File: src/rtl/mouse_position_tracker.sv
`default_nettype none
// ============================================================================
// Module : mouse_position_tracker
// Brief  : 3-stage PS/2 packet -> absolute cursor position, wheel and buttons
// Rev    : 1.0
// ============================================================================
module mouse_position_tracker #(
  parameter int POS_W    = 10,
  parameter int LIMIT_X  = 640,
  parameter int LIMIT_Y  = 480,
  parameter int SHIFT    = 0,
  parameter int WRAP     = 0,
  parameter int INVERT_Y = 1,
  parameter int WHEEL    = 1
) (
  input  logic             clk,
  input  logic             reset,
  input  logic             pkt_valid,
  input  logic [7:0]       pkt_status,
  input  logic [7:0]       pkt_dx,
  input  logic [7:0]       pkt_dy,
  input  logic [7:0]       pkt_dz,
  input  logic             set_pos,
  input  logic [POS_W-1:0] set_x,
  input  logic [POS_W-1:0] set_y,
  output logic [POS_W-1:0] mouse_x,
  output logic [POS_W-1:0] mouse_y,
  output logic [7:0]       mouse_z,
  output logic [2:0]       mouse_buttons,
  output logic             intr,
  output logic             moved,
  output logic             button_event
);

  localparam int c_res_w = (SHIFT > 0) ? SHIFT : 1;
  localparam int c_acc_w = 11;
  localparam int c_new_w = ((POS_W > c_acc_w) ? POS_W : c_acc_w) + 2;

  localparam logic [POS_W-1:0]          c_max_x  = POS_W'(LIMIT_X - 1);
  localparam logic [POS_W-1:0]          c_max_y  = POS_W'(LIMIT_Y - 1);
  localparam logic [POS_W-1:0]          c_home_x = POS_W'(LIMIT_X / 2);
  localparam logic [POS_W-1:0]          c_home_y = POS_W'(LIMIT_Y / 2);
  localparam logic signed [c_new_w-1:0] c_lim_x  = c_new_w'(LIMIT_X);
  localparam logic signed [c_new_w-1:0] c_lim_y  = c_new_w'(LIMIT_Y);

  function automatic logic signed [9:0] decode(input logic [7:0] mag,
                                               input logic       sign,
                                               input logic       ovf);
    logic [8:0] d;
    if (ovf) d = sign ? 9'h100 : 9'h0FF;
    else     d = {sign, mag};
    return {d[8], d};
  endfunction

  // Edge handling; |step| <= 256 < limit, so one correction is always enough.
  function automatic logic [POS_W-1:0] fit(input logic signed [c_new_w-1:0] v,
                                           input logic signed [c_new_w-1:0] lim);
    logic signed [c_new_w-1:0] t;
    t = v;
    if (WRAP != 0) begin
      if (v[c_new_w-1])  t = v + lim;
      else if (v >= lim) t = v - lim;
    end else begin
      if (v[c_new_w-1])  t = '0;
      else if (v >= lim) t = lim - c_new_w'(1);
    end
    return POS_W'(t);
  endfunction

  // ---------------- stage 1: decode ----------------
  logic signed [9:0] w_dx, w_dy_raw, w_dy;
  logic [7:0]        w_dz;

  assign w_dx     = decode(pkt_dx, pkt_status[4], pkt_status[6]);
  assign w_dy_raw = decode(pkt_dy, pkt_status[5], pkt_status[7]);
  assign w_dy     = (INVERT_Y != 0) ? -w_dy_raw : w_dy_raw;
  assign w_dz     = (WHEEL != 0) ? pkt_dz : 8'h00;

  logic              r_s1_valid;
  logic signed [9:0] r_s1_dx, r_s1_dy;
  logic [7:0]        r_s1_dz;
  logic [2:0]        r_s1_btn;

  always_ff @(posedge clk) begin
    if (reset) r_s1_valid <= 1'b0;
    else       r_s1_valid <= pkt_valid;
    if (pkt_valid) begin
      r_s1_dx  <= w_dx;
      r_s1_dy  <= w_dy;
      r_s1_dz  <= w_dz;
      r_s1_btn <= pkt_status[2:0];
    end
  end

  // ---------------- stage 2: scale ----------------
  logic [c_res_w-1:0]        r_res_x, r_res_y;
  logic signed [c_acc_w-1:0] w_acc_x, w_acc_y, w_step_x, w_step_y;

  assign w_acc_x  = $signed({{(c_acc_w-c_res_w){1'b0}}, r_res_x}) + $signed({r_s1_dx[9], r_s1_dx});
  assign w_acc_y  = $signed({{(c_acc_w-c_res_w){1'b0}}, r_res_y}) + $signed({r_s1_dy[9], r_s1_dy});
  assign w_step_x = w_acc_x >>> SHIFT;
  assign w_step_y = w_acc_y >>> SHIFT;

  // With SHIFT=0 there is no fractional part, so the residual stays zero.
  always_ff @(posedge clk) begin
    if (reset || set_pos) begin
      r_res_x <= '0;
      r_res_y <= '0;
    end else if (r_s1_valid && (SHIFT > 0)) begin
      r_res_x <= w_acc_x[c_res_w-1:0];
      r_res_y <= w_acc_y[c_res_w-1:0];
    end
  end

  logic                      r_s2_valid;
  logic signed [c_acc_w-1:0] r_s2_sx, r_s2_sy;
  logic [7:0]                r_s2_dz;
  logic [2:0]                r_s2_btn;

  always_ff @(posedge clk) begin
    if (reset) r_s2_valid <= 1'b0;
    else       r_s2_valid <= r_s1_valid;
    if (r_s1_valid) begin
      r_s2_sx  <= w_step_x;
      r_s2_sy  <= w_step_y;
      r_s2_dz  <= r_s1_dz;
      r_s2_btn <= r_s1_btn;
    end
  end

  // ---------------- stage 3: commit ----------------
  logic signed [c_new_w-1:0] w_new_x, w_new_y;
  logic [POS_W-1:0]          w_pos_x, w_pos_y, w_set_x, w_set_y;
  logic signed [8:0]         w_z_sum;
  logic [7:0]                w_z_next;

  assign w_new_x = $signed({{(c_new_w-POS_W){1'b0}}, mouse_x})
                 + $signed({{(c_new_w-c_acc_w){r_s2_sx[c_acc_w-1]}}, r_s2_sx});
  assign w_new_y = $signed({{(c_new_w-POS_W){1'b0}}, mouse_y})
                 + $signed({{(c_new_w-c_acc_w){r_s2_sy[c_acc_w-1]}}, r_s2_sy});
  assign w_pos_x = fit(w_new_x, c_lim_x);
  assign w_pos_y = fit(w_new_y, c_lim_y);

  assign w_set_x = (set_x > c_max_x) ? c_max_x : set_x;
  assign w_set_y = (set_y > c_max_y) ? c_max_y : set_y;

  assign w_z_sum  = $signed({mouse_z[7], mouse_z}) + $signed({r_s2_dz[7], r_s2_dz});
  assign w_z_next = (w_z_sum[8] != w_z_sum[7]) ? (w_z_sum[8] ? 8'h80 : 8'h7F) : w_z_sum[7:0];

  // A coincident load overrides only the X/Y part of a commit.
  always_ff @(posedge clk) begin
    if (reset) begin
      mouse_x       <= c_home_x;
      mouse_y       <= c_home_y;
      mouse_z       <= 8'h00;
      mouse_buttons <= 3'b000;
      intr          <= 1'b0;
      moved         <= 1'b0;
      button_event  <= 1'b0;
    end else begin
      intr         <= r_s2_valid;
      moved        <= 1'b0;
      button_event <= r_s2_valid && (r_s2_btn != mouse_buttons);
      if (r_s2_valid) begin
        mouse_z       <= w_z_next;
        mouse_buttons <= r_s2_btn;
      end
      if (set_pos) begin
        mouse_x <= w_set_x;
        mouse_y <= w_set_y;
      end else if (r_s2_valid) begin
        mouse_x <= w_pos_x;
        mouse_y <= w_pos_y;
        moved   <= (w_pos_x != mouse_x) || (w_pos_y != mouse_y);
      end
    end
  end

endmodule
`default_nettype wire
File: config.mk
export PLATFORM = sky130hd
export DESIGN_NAME = mouse_position_tracker
export DESIGN_NICKNAME = d
export VERILOG_FILES = /design/src/rtl/mouse_position_tracker.sv
export SDC_FILE = /design/constraint.sdc
export NUM_CORES = 1
export LEC_CHECK = 0
export ABC_AREA = 1
export BUFFER_PORTS_ARGS = -buffer_cell sky130_fd_sc_hd__buf_2
export CORE_MARGIN = 8
export CORE_UTILIZATION = 52
export DETAILED_ROUTE_END_ITERATION = 8
export MAX_ROUTING_LAYER = met4
export PLACE_DENSITY_LB_ADDON = 0.3
export SYNTH_ARGS = -nofsm -noshare
export SYNTH_HDL_FRONTEND = slang
export SYNTH_SLANG_ARGS = --single-unit
File: constraint.sdc
create_clock -name clk -period 2.35 [get_ports clk]
set_input_delay 0.47 -clock clk [delete_from_list [all_inputs] [get_ports clk]]
set_output_delay 0.47 -clock clk [all_outputs]
set_load 0.1 [all_outputs]
==> reports/results.ini, run 1 <==
[yosys]
synthArstFlopShare_pct = 0
synth_enable_flop_cells = 60
ys_seq_area_share_pct = 44.14
synth_top_area_cell = edfxtp_1
synth_cells = 702
ys_seq_elements = 96
synth_ff_type = edfxtp_1
synth_top_area_share_pct = 31.53
synth.most_common_cell = nand2_1
yosys_warnings = 0
synthTopCellsByArea = edfxtp_1 32%, dfxtp_1 13%, nand2_1 12%
syn_nets = 792
yosys-top-cells-count = 179 x nand2_1, 105 x inv_1, 60 x edfxtp_1
synth_cell_types = 40
synth_area_um2 = 5714
synth_area_per_cell_um2 = 8.140

[run]
drv_cap = 0

[die]
boundaryPins = 90
die_h_um = 120.8
dieArea_um2 = 14600
start_util_pct = 52.94
coreArea_um2 = 10790
die_w_um = 120.8
row_count = 38

[route]
routedWlPerCell_um = 14.74
routed_wl_um = 14650
viasPerCell = 5.283
dr.first_iter.drc_count = 306
drc = 0
dr.pass1.iters = 5
ant_nets = 0
vias = 5251

[timing]
relSlewSlack_pct = 54.05
fin_worst_skew_ps = 15.86
tns_ps = -626.0
fin_crit_sh_pct = 106.6
rsz0062_at_grt = yes
hold_violations = 0
setup_viol = 7
slew_viol_final = 0
whs_ps = 244.1
worst_pin_slew_ps = 689.2
fin_ws_ps = -154.1
fmax_ghz = 0.3993
period_needed_ps = 2504

[clock_tree]
clkSinkCount = 96
clockRootBuffer = clkbuf_8
clock_latency_ps = 400
clkTransAtPathRegs_ps = 110
cts-buffers-inserted = 9
cts_tree = built
cts_max_path_buffers = 2
ctsHoldBuffers = 0
htree_levels = 3

[global_routing]
grt_use_met1_pct = 23.55
grt_pass1_wl_um = 23790
gr-total-overflow = 0
grt_pass1_vias = 5197
grt-busiest-layer = met2
grt_use_total_pct = 20.99
gr-usage-met3_pct = 4.476
grt_start_max_net_pins = 32
gr-usage-met2_pct = 35.09
grt_antenna_before_repair = 0

[hold_path]
min-delay-start = pkt_dz[1]
hold_depth = 1
hp-class = in -> reg
min_to = r_s1_dz[1]$_DFFE_PP_

[layout]
fin_nets = 939
fin_util_pct = 67.77
drive_above_1_share_pct = 32.55
diodes = 0
fin_area_um2 = 7315
syn2layout_area_growth_pct = 28.01

[place]
port_buffers = 88
dpl_cell_area_um2 = 6825
dp_hpwl_um = 11010
gp_congestion = 0.9388

[setup_path]
cp.arrival_ps = 2810
r2r_cells = 16
cp_max_fo = 5
crit_top_cell = nand2_1
r2r_end = moved$_SDFF_PP0_
timing.rr.start = r_s2_sx[5]$_DFFE_PP_
cpPeakStageDelay_ps = 390
cp_num_buf_inv = 0
cp.required_ps = 2650
end_kind = flip-flop
start_kind = flip-flop
critPathKind = reg -> reg
rrSetupSlack_ps = -150
critPathTopFamily = simple AND/OR/NAND/NOR gates
cpMaxStageDelayCell = edfxtp_1
worstPathCellList = ha_1, nand2_1, nor2_1, nand2_1, nand2_1, nand2_1, nand2_1, nand2_4, nand2_4, nand3b_1, nand3b_1, nand4_1, nor2_2, nand3_1, nor2_1, nor2_1

[power]
total_power_uw = 4858
power.leakage_uw = 0.003456
p_per_area_nw_per_um2 = 664.1
peakVddDrop_v = 0.0005912

[run_status]
status = finished, violations left
violations = setup timing

==> area by class of cell <==
type | count | area, um2
well taps | 140 | 175.2
inverters | 106 | 397.9
flip-flops and latches | 96 | 2591
fillers | 869 | 3478
repair buffers | 146 | 900.9
clock buffers | 9 | 123.9
multi-input cells | 490 | 3039
clock inverters | 7 | 86.33
==> worst max path at each step <==
| stage | slack, ps | cells after the start | endpoint | startpoint |
|---|---|---|---|---|
| finish | -150 | 16 | moved$_SDFF_PP0_ | r_s2_sx[5]$_DFFE_PP_ |
| global route | -330 | 21 | moved$_SDFF_PP0_ | r_s2_sy[0]$_DFFE_PP_ |
| CTS | -80 | 17 | moved$_SDFF_PP0_ | r_s2_sx[0]$_DFFE_PP_ |
| detailed placement | -170 | 21 | moved$_SDFF_PP0_ | r_s2_sy[0]$_DFFE_PP_ |
| global placement | -90 | 21 | moved$_SDFF_PP0_ | r_s2_sy[0]$_DFFE_PP_ |
| floorplan | -120 | 18 | moved$_SDFF_PP0_ | mouse_x[0]$_SDFFE_PP0P_ |
==> cells by family (layout without fill, tap and decap cells) <==
| kind of cell | count (synthesis) | count (layout) | share of synthesized area, % |
|---|---|---|---|
| xor gates and xnor gates | 24 | 24 | 3.810 |
| buffers and inverters | 118 | 268 | 8.189 |
| AOI/OAI and AO/OA | 95 | 95 | 9.350 |
| and+or+nand+nor | 335 | 337 | 26.67 |
| adders and majority gates | 34 | 34 | 7.839 |
| DFF | 96 | 96 | 44.14 |
==> where the power goes <==
group / leakage [uW] / switching [uW] / total, uW / internal [uW]
registers: 0.000882 / 88.0 / 2020 / 1940
clock network: 0.000104 / 693 / 1120 / 426
logic: 0.00247 / 1080 / 1710 / 630
total: 0.00346 / 1870 / 4860 / 2990
==> layer usage <==
metal,routed length (um),up-vias
li1,-,2619
met1,6008,2439
met2,7367,157
met3,808,36
met4,467,0
met5,0,-
==> state kept, by name, indices dropped and copies added (netlist names), 3 cells and up <==
signal	flops
mouse_x	10
r_s2_dz	8
r_s2_sy	10
mouse_y	10
mouse_buttons	3
r_s1_dx	9
r_s1_dz	8
r_s1_dy	10
r_s2_btn	3
mouse_z	8
r_s1_btn	3
r_s2_sx	9
==> through the flow <==
step                worst slack [ps]  instances
floorplan                     -122.5        702
finish                        -154.1        994
global route                  -328.8        994
detailed placement            -166.1        972
CTS                           -80.82        992
global placement              -90.87        972
==> worst register-to-register path: stages, from the launching register on <==
cell and delay (ps):
edfxtp_1 390, ha_1 370, nand2_1 130, nor2_1 190, nand2_1 100, nand2_1 80, nand2_1 40, nand2_1 140
nand2_4 80, nand2_4 110, nand3b_1 140, nand3b_1 120, nand4_1 120, nor2_2 160, nand3_1 100, nor2_1 100
nor2_1 40
==> placed cells by master (no fill, tap or decap), types with 2 or more instances in the layout <==
cell	synthesis	final
nand3_2	4	6
ha_1	31	19
o211ai_1	7	7
a21oi_2	2	8
buf_12	0	2
nor2_2	5	10
buf_2	0	88
inv_1	105	100
buf_4	2	56
nor2_1	49	43
a21oi_1	28	21
nand2_2	13	27
nor3_1	3	3
ha_4	0	12
nand3_1	53	50
nand2_4	4	6
dfxtp_1	36	11
dfxtp_2	0	10
o21ai_0	37	34
xnor2_2	1	2
clkinv_8	0	3
o21bai_1	2	2
nand3b_1	8	8
inv_2	1	6
clkinv_4	0	2
clkbuf_8	1	9
nand4_1	12	12
edfxtp_1	60	60
a31oi_1	13	13
xor2_1	7	7
dfxtp_4	0	15
xnor2_1	16	15
fa_2	0	3
o21ai_2	1	4
o21ai_1	2	2
nand2_1	179	165
==> timing repair <==
item                                    4_1_cts  5_1_grt
cloned                                        2        0
pin swaps                                    17       20
endpoints found under the setup margin        6       18
setup buffers                                 2        2
gates resized for setup                      20       29
(Power assumes the default switching activity.)
==> run 2, diff against run 1 <==
- clock period: 2.35 -> 2.6 ns (I/O delays scaled with it)
==> reports/results.ini, run 2 (synthesized netlist as in run 1, its figures left out) <==
[die]
die_h_um = 120.8  ; unchanged
boundaryPins = 90  ; unchanged
dieArea_um2 = 14600  ; unchanged
die_w_um = 120.8  ; unchanged
start_util_pct = 52.94  ; unchanged
row_count = 38  ; unchanged
coreArea_um2 = 10790  ; unchanged

[layout]
drive_above_1_share_pct = 30.36  ; was 32.55%
fin_util_pct = 65.55  ; was 67.77%
layout_commonest_cell = nand2_1  ; unchanged
fillers = 852  ; was 869
seqCellArea_um2 = 2570  ; was 2591 um2
layout_common_cells = 163 x nand2_1, 102 x inv_1, 88 x buf_2  ; was 165 x nand2_1, 100 x inv_1, 88 x buf_2
diodes = 0  ; unchanged
fin_nets = 915  ; was 939
multi_input_area_um2 = 3032  ; was 3039 um2
syn2layout_area_growth_pct = 23.80  ; was 28.01%

[place]
gp_congestion = 0.9425  ; was 0.9388
dp_hpwl_um = 10550  ; was 11010 um
port_buffers = 88  ; unchanged

[power]
p_int_uw = 2634  ; was 2992 uW
peakVddDrop_v = 0.0004373  ; was 0.0005912 V
power.leakage_uw = 0.003307  ; was 0.003456 uW
clkPwrFrac_pct = 21.3  ; was 23.0%
p_per_area_nw_per_um2 = 599.1  ; was 664.1 nW/um2
total_power_uw = 4238  ; was 4858 uW
switching_share_pct = 37.86  ; was 38.41%
seq_power_share_pct = 43.4  ; was 41.7%
p_switching_uw = 1604  ; was 1866 uW
pwr-share-comb_pct = 35.3  ; about the same

[setup_path]
cp_max_fo = 7  ; was 5
cpMaxStageDelayCell = edfxtp_1  ; unchanged
start_kind = flip-flop  ; unchanged
crit_top_cell = nand2_2  ; was nand2_1
cp_num_buf_inv = 2  ; was 0
critPathTopFamily = simple AND/OR/NAND/NOR gates  ; unchanged
cp.arrival_ps = 2940  ; was 2810 ps
cpPeakStageDelay_ps = 390  ; about the same
critPathKind = reg -> reg  ; unchanged
cp.required_ps = 2880  ; was 2650 ps
end_kind = flip-flop  ; unchanged
worstPathCellList = ha_4, inv_1, fa_2, o21ai_2, nand2_2, nand2_2, nand2_1, nand2_2, nand2_2, nand2_4, buf_4, nand3b_1, nand3b_1, nand4_1, nor2_2, nand3_2, nor2_2, nor2_1  ; was ha_1, nand2_1, nor2_1, nand2_1, nand2_1, nand2_1, nand2_1, nand2_4, nand2_4, nand3b_1, nand3b_1, nand4_1, nor2_2, nand3_1, nor2_1, nor2_1

[global_routing]
grt_use_total_pct = 19.63  ; was 20.99%
grt_pass1_wl_um = 22440  ; was 23790 um
gr-total-overflow = 0  ; unchanged
grt_antenna_before_repair = 0  ; unchanged
grt_pass1_vias = 5025  ; was 5197
grt_start_max_net_pins = 32  ; unchanged

[route]
routed-wl-met2_um = 7110  ; was 7367 um
route.met3.wl_um = 832  ; was 808 um
met1_length_um = 5895  ; was 6008 um
viasPerCell = 5.221  ; was 5.283
dr.pass1.iters = 4  ; was 5
routed_wl_um = 14390  ; was 14650 um
ant_nets = 0  ; unchanged
routed.top_layer = met4  ; unchanged
routedWlPerCell_um = 14.84  ; was 14.74 um
dr.first_iter.drc_count = 270  ; was 306
drc = 0  ; unchanged
vias = 5064  ; was 5251

[clock_tree]
clkSinkCount = 96  ; unchanged
cts_tree = built  ; unchanged
htree_levels = 3  ; unchanged
cts-buffers-inserted = 9  ; unchanged
ctsHoldBuffers = 0  ; unchanged
cts_max_path_buffers = 2  ; unchanged
clock_latency_ps = 380  ; was 400 ps
clockRootBuffer = clkbuf_8  ; unchanged
clkTransAtPathRegs_ps = 100  ; was 110 ps

[timing]
setup_viol = 1  ; was 7
rsz0062_at_grt = yes  ; unchanged
relSlewSlack_pct = 55.06  ; was 54.05%
slew_viol_final = 0  ; unchanged
hold_violations = 0  ; unchanged
period_needed_ps = 2657  ; was 2504 ps
fin_ws_ps = -57.06  ; was -154.1 ps
fmax_ghz = 0.3764  ; was 0.3993 GHz
fin_crit_sh_pct = 102.2  ; was 106.6%
worst_pin_slew_ps = 674.1  ; was 689.2 ps
fin_worst_skew_ps = 12.73  ; was 15.86 ps

[run]
drv_cap = 0  ; unchanged

[run_status]
status = finished, violations left  ; unchanged
violations = setup timing  ; unchanged

[hold_path]
hp-class = in -> reg  ; unchanged

[run 2: cell types whose count changed in the layout (fill, tap and decap cells not counted), sizes merged]
cell      previous run  this run
buf                146       124
clkbuf               9        10
clkinv               5         2
clkinvlp             0         3
inv                108       107
nand2              198       196
[run 2: path summary, 6_finish.rpt]
check,startpoint,slack (ps),end,cells after the start
min reg2reg,r_s1_dy[0]$_DFFE_PP_,420,r_s2_sy[0]$_DFFE_PP_,0
min,pkt_dz[6],310,r_s1_dz[6]$_DFFE_PP_,1
max reg2reg,r_s2_sx[0]$_DFFE_PP_,-60,moved$_SDFF_PP0_,18
max,r_s2_sx[0]$_DFFE_PP_,-60,moved$_SDFF_PP0_,18
[run 2: power groups by stage]
stage	Combinational [uW]	Clock (uW)	Sequential (uW)
finish	1500	904	1840
global route	1630	999	1850
CTS	1310	929	1830
detailed placement	1300	0	1860
global placement	1270	0	1850
floorplan	769	0	2090
[run 2: layout make-up]
class                           count  share of cell area [%]
Clock buffer                       10                   1.804
Clock inverter                      6                  0.6367
Inverter                          106                   5.624
Multi-Input combinational cell    488                   42.85
Sequential cell                    96                   36.33
Tap cell                          140                   2.476
Timing Repair Buffer              124                   10.28
[run 2: timing repair]
action / CTS / global route
buffers inserted: 0 / 18
resized for setup: 4 / 62
pin swaps: 0 / 34
setup endpoints to repair: 3 / 8
hold endpoints to repair: 0 / 0
[run 2: stage by stage]
step / TNS (ps) / cell area, um2 / cells / setup slack [ps] / hold WS, ps
detailed placement: -99.29 / 6465 / 936 / -93.74 / 404.5
global route: -257.8 / 7074 / 970 / -194.1 / 287.4
CTS: -16.61 / 6653 / 952 / -16.61 / 291.1
finish: -57.06 / 7074 / 970 / -57.06 / 312.0
floorplan: 0 / 5772 / 702 / 30.81 / 400.3
global placement: -14.73 / 6465 / 936 / -14.73 / 400.5
[run 2: metal layers]
metal  GRT usage [%]  vias up
met1           21.92     2298
met3           3.823       43
li1                -     2556
met4           10.62        0
met5               -        -
met2           32.61      167
==> run 3, diff against run 2 <==
- SETUP_SLACK_MARGIN: not set -> 0.2
==> reports/results.ini, run 3 (synthesized netlist as in run 1, its figures left out) <==
[hold_path]
min_to = r_s1_btn[0]$_DFFE_PP_  ; was r_s1_dz[6]$_DFFE_PP_
min-delay-start = pkt_status[0]  ; was pkt_dz[6]
hp-class = in -> reg  ; unchanged
hold_depth = 1  ; unchanged

[setup_path]
timing.rr.start = r_s2_dz[0]$_DFFE_PP_  ; was r_s2_sx[0]$_DFFE_PP_
cp.arrival_ps = 2840  ; was 2940 ps
critPathTopFamily = simple AND/OR/NAND/NOR gates  ; unchanged
crit_top_cell = nand2_1  ; was nand2_2
worstPathCellList = ha_4, inv_2, fa_2, nor2_4, o21ai_2, nand2_1, nand2_1, nand2_1, a21oi_2, nor2_1, nand2_1, nand2_2, or2_4, nand2_4, a21oi_4, inv_1, o21ai_1, inv_1  ; was ha_4, inv_1, fa_2, o21ai_2, nand2_2, nand2_2, nand2_1, nand2_2, nand2_2, nand2_4, buf_4, nand3b_1, nand3b_1, nand4_1, nor2_2, nand3_2, nor2_2, nor2_1
cpPeakStageDelay_ps = 380  ; was 390 ps
r2r_cells = 18  ; unchanged
critPathKind = reg -> reg  ; unchanged
cp.required_ps = 2870  ; was 2880 ps
end_kind = flip-flop  ; unchanged
cp_num_buf_inv = 3  ; was 2
cp_max_fo = 7  ; unchanged
rrSetupSlack_ps = 30  ; was -60 ps
r2r_end = mouse_z[2]$_SDFFE_PP0P_  ; was moved$_SDFF_PP0_
cpMaxStageDelayCell = edfxtp_1  ; unchanged
start_kind = flip-flop  ; unchanged

[clock_tree]
clock_latency_ps = 380  ; about the same
clkTransAtPathRegs_ps = 100  ; about the same
ctsHoldBuffers = 0  ; unchanged
cts_max_path_buffers = 2  ; unchanged
cts_tree = built  ; unchanged
cts-buffers-inserted = 9  ; unchanged
clkSinkCount = 96  ; unchanged
htree_levels = 3  ; unchanged
clockRootBuffer = clkbuf_8  ; unchanged

[global_routing]
grt_antenna_before_repair = 0  ; unchanged
grt_start_max_net_pins = 32  ; unchanged
grt_use_total_pct = 19.55  ; was 19.63%
gr-total-overflow = 0  ; unchanged
grt_pass1_wl_um = 22600  ; was 22440 um
grt_pass1_vias = 4944  ; was 5025

[timing]
slew_viol_final = 0  ; unchanged
rsz0062_at_grt = yes  ; unchanged
fin_ws_ps = 26.02  ; was -57.06 ps
fmax_ghz = 0.3885  ; was 0.3764 GHz
relSlewSlack_pct = 54.63  ; was 55.06%
hold_violations = 0  ; unchanged
fin_crit_sh_pct = 99.00  ; was 102.2%
fin_worst_skew_ps = 9.768  ; was 12.73 ps
whs_ps = 315.6  ; was 312.0 ps
worst_pin_slew_ps = 680.5  ; was 674.1 ps
setup_viol = 0  ; was 1
tns_ps = 0  ; was -57.06 ps
period_needed_ps = 2574  ; was 2657 ps

[place]
port_buffers = 88  ; unchanged
dp.cells = 927  ; was 936
dpl_cell_area_um2 = 6475  ; was 6465 um2
dp_hpwl_um = 10470  ; was 10550 um
gp_congestion = 0.9135  ; was 0.9425
pre_cts_slack_ps = 51.77  ; was -93.74 ps

[layout]
diodes = 0  ; unchanged
layout_commonest_cell = nand2_1  ; unchanged
syn2layout_area_growth_pct = 22.36  ; was 23.80%
drive_above_1_share_pct = 27.68  ; was 30.36%
fin_area_um2 = 6992  ; was 7074 um2
layout_common_cells = 173 x nand2_1, 100 x inv_1, 88 x buf_2  ; was 163 x nand2_1, 102 x inv_1, 88 x buf_2
fin_cells = 960  ; was 970
fin_nets = 905  ; was 915

[power]
clkPwrFrac_pct = 25.7  ; was 21.3%
pwr-share-comb_pct = 32.3  ; was 35.3%
power.leakage_uw = 0.003289  ; was 0.003307 uW
p_int_uw = 2799  ; was 2634 uW
seq_power_share_pct = 42.0  ; was 43.4%
p_switching_uw = 1575  ; was 1604 uW
peakVddDrop_v = 0.0004195  ; was 0.0004373 V
switching_share_pct = 36.00  ; was 37.86%
p_per_area_nw_per_um2 = 625.6  ; was 599.1 nW/um2

[route]
dr.pass1.iters = 5  ; was 4
ant_nets = 0  ; unchanged
drc = 0  ; unchanged
vias = 4961  ; was 5064
routedWlPerCell_um = 14.42  ; was 14.84 um
routed_wl_um = 13850  ; was 14390 um
dr.first_iter.drc_count = 280  ; was 270
viasPerCell = 5.168  ; was 5.221

[die]
dieArea_um2 = 14600  ; unchanged
start_util_pct = 52.94  ; unchanged
die_w_um = 120.8  ; unchanged
boundaryPins = 90  ; unchanged
coreArea_um2 = 10790  ; unchanged
row_count = 38  ; unchanged
die_h_um = 120.8  ; unchanged

[run]
drv_cap = 0  ; unchanged

[run_status]
status = complete, no violations  ; was finished, violations left

run 3: area by class of cell:
type / count / area (um2)
clock buffer: 9 / 123.9
clock inverter: 7 / 102.6
sequential: 96 / 2591
inverter: 106 / 397.9
multi-input combinational: 488 / 2933
tap: 140 / 175.2
timing repair buffer: 114 / 668.1
fill: 870 / 3801
run 3: repair_timing:
action                                  CTS  global route
setup buffers                            11             6
endpoints found under the setup margin    8            10
gates resized for setup                  13            18
pin swaps                                16            11
run 3: power groups by stage:
stage,sequential (uW),combinational (uW),clock [uW]
after floorplan,2090,782,0
after global placement,1860,1250,0
after detailed placement,1870,1280,0
after CTS,1830,1340,1150
after global routing,1850,1570,1200
final,1840,1410,1120
run 3: stage by stage:
step / power [uW] / util (%)
3_5_place_dp: 3148 / 59.99
5_1_grt: 4619 / 64.78
3_3_place_gp: 3104 / 59.99
6_report: 4374 / 64.78
2_1_floorplan: 2869 / -
4_1_cts: 4324 / 63.45
run 3: how the worst max path moves through the flow:
stage | startpoint | end | slack (ps) | cells after the start
final | r_s2_dz[0]$_DFFE_PP_ | mouse_z[2]$_SDFFE_PP0P_ | 30 | 18
after global routing | r_s2_dz[0]$_DFFE_PP_ | mouse_z[2]$_SDFFE_PP0P_ | -150 | 18
after CTS | r_s2_dz[0]$_DFFE_PP_ | mouse_z[2]$_SDFFE_PP0P_ | 130 | 18
after detailed placement | r_s2_dz[0]$_DFFE_PP_ | mouse_z[2]$_SDFFE_PP0P_ | 50 | 18
after global placement | r_s2_sy[0]$_DFFE_PP_ | moved$_SDFF_PP0_ | 150 | 21
after floorplan | mouse_x[0]$_SDFFE_PP0P_ | moved$_SDFF_PP0_ | 130 | 18
run 3: layer usage:
metal / up-vias / wire length, um / GRT usage (%)
li1: 2534 / - / -
met1: 2273 / 6137 / 22.83
met2: 134 / 6851 / 33.13
met3: 20 / 649 / 3.543
met4: 0 / 208 / 6.792
met5: - / 0 / -
run 3: worst register-to-register path, delay by kind of cell, from the launching register on:
kind / cells / cell delay (ps)
adder cells (fa/ha/maj): 2 / 520
AO/OA/AOI/OAI: 4 / 520
flip-flops: 1 / 380
buffers and inverters: 3 / 160
AND/OR/NAND/NOR: 9 / 920
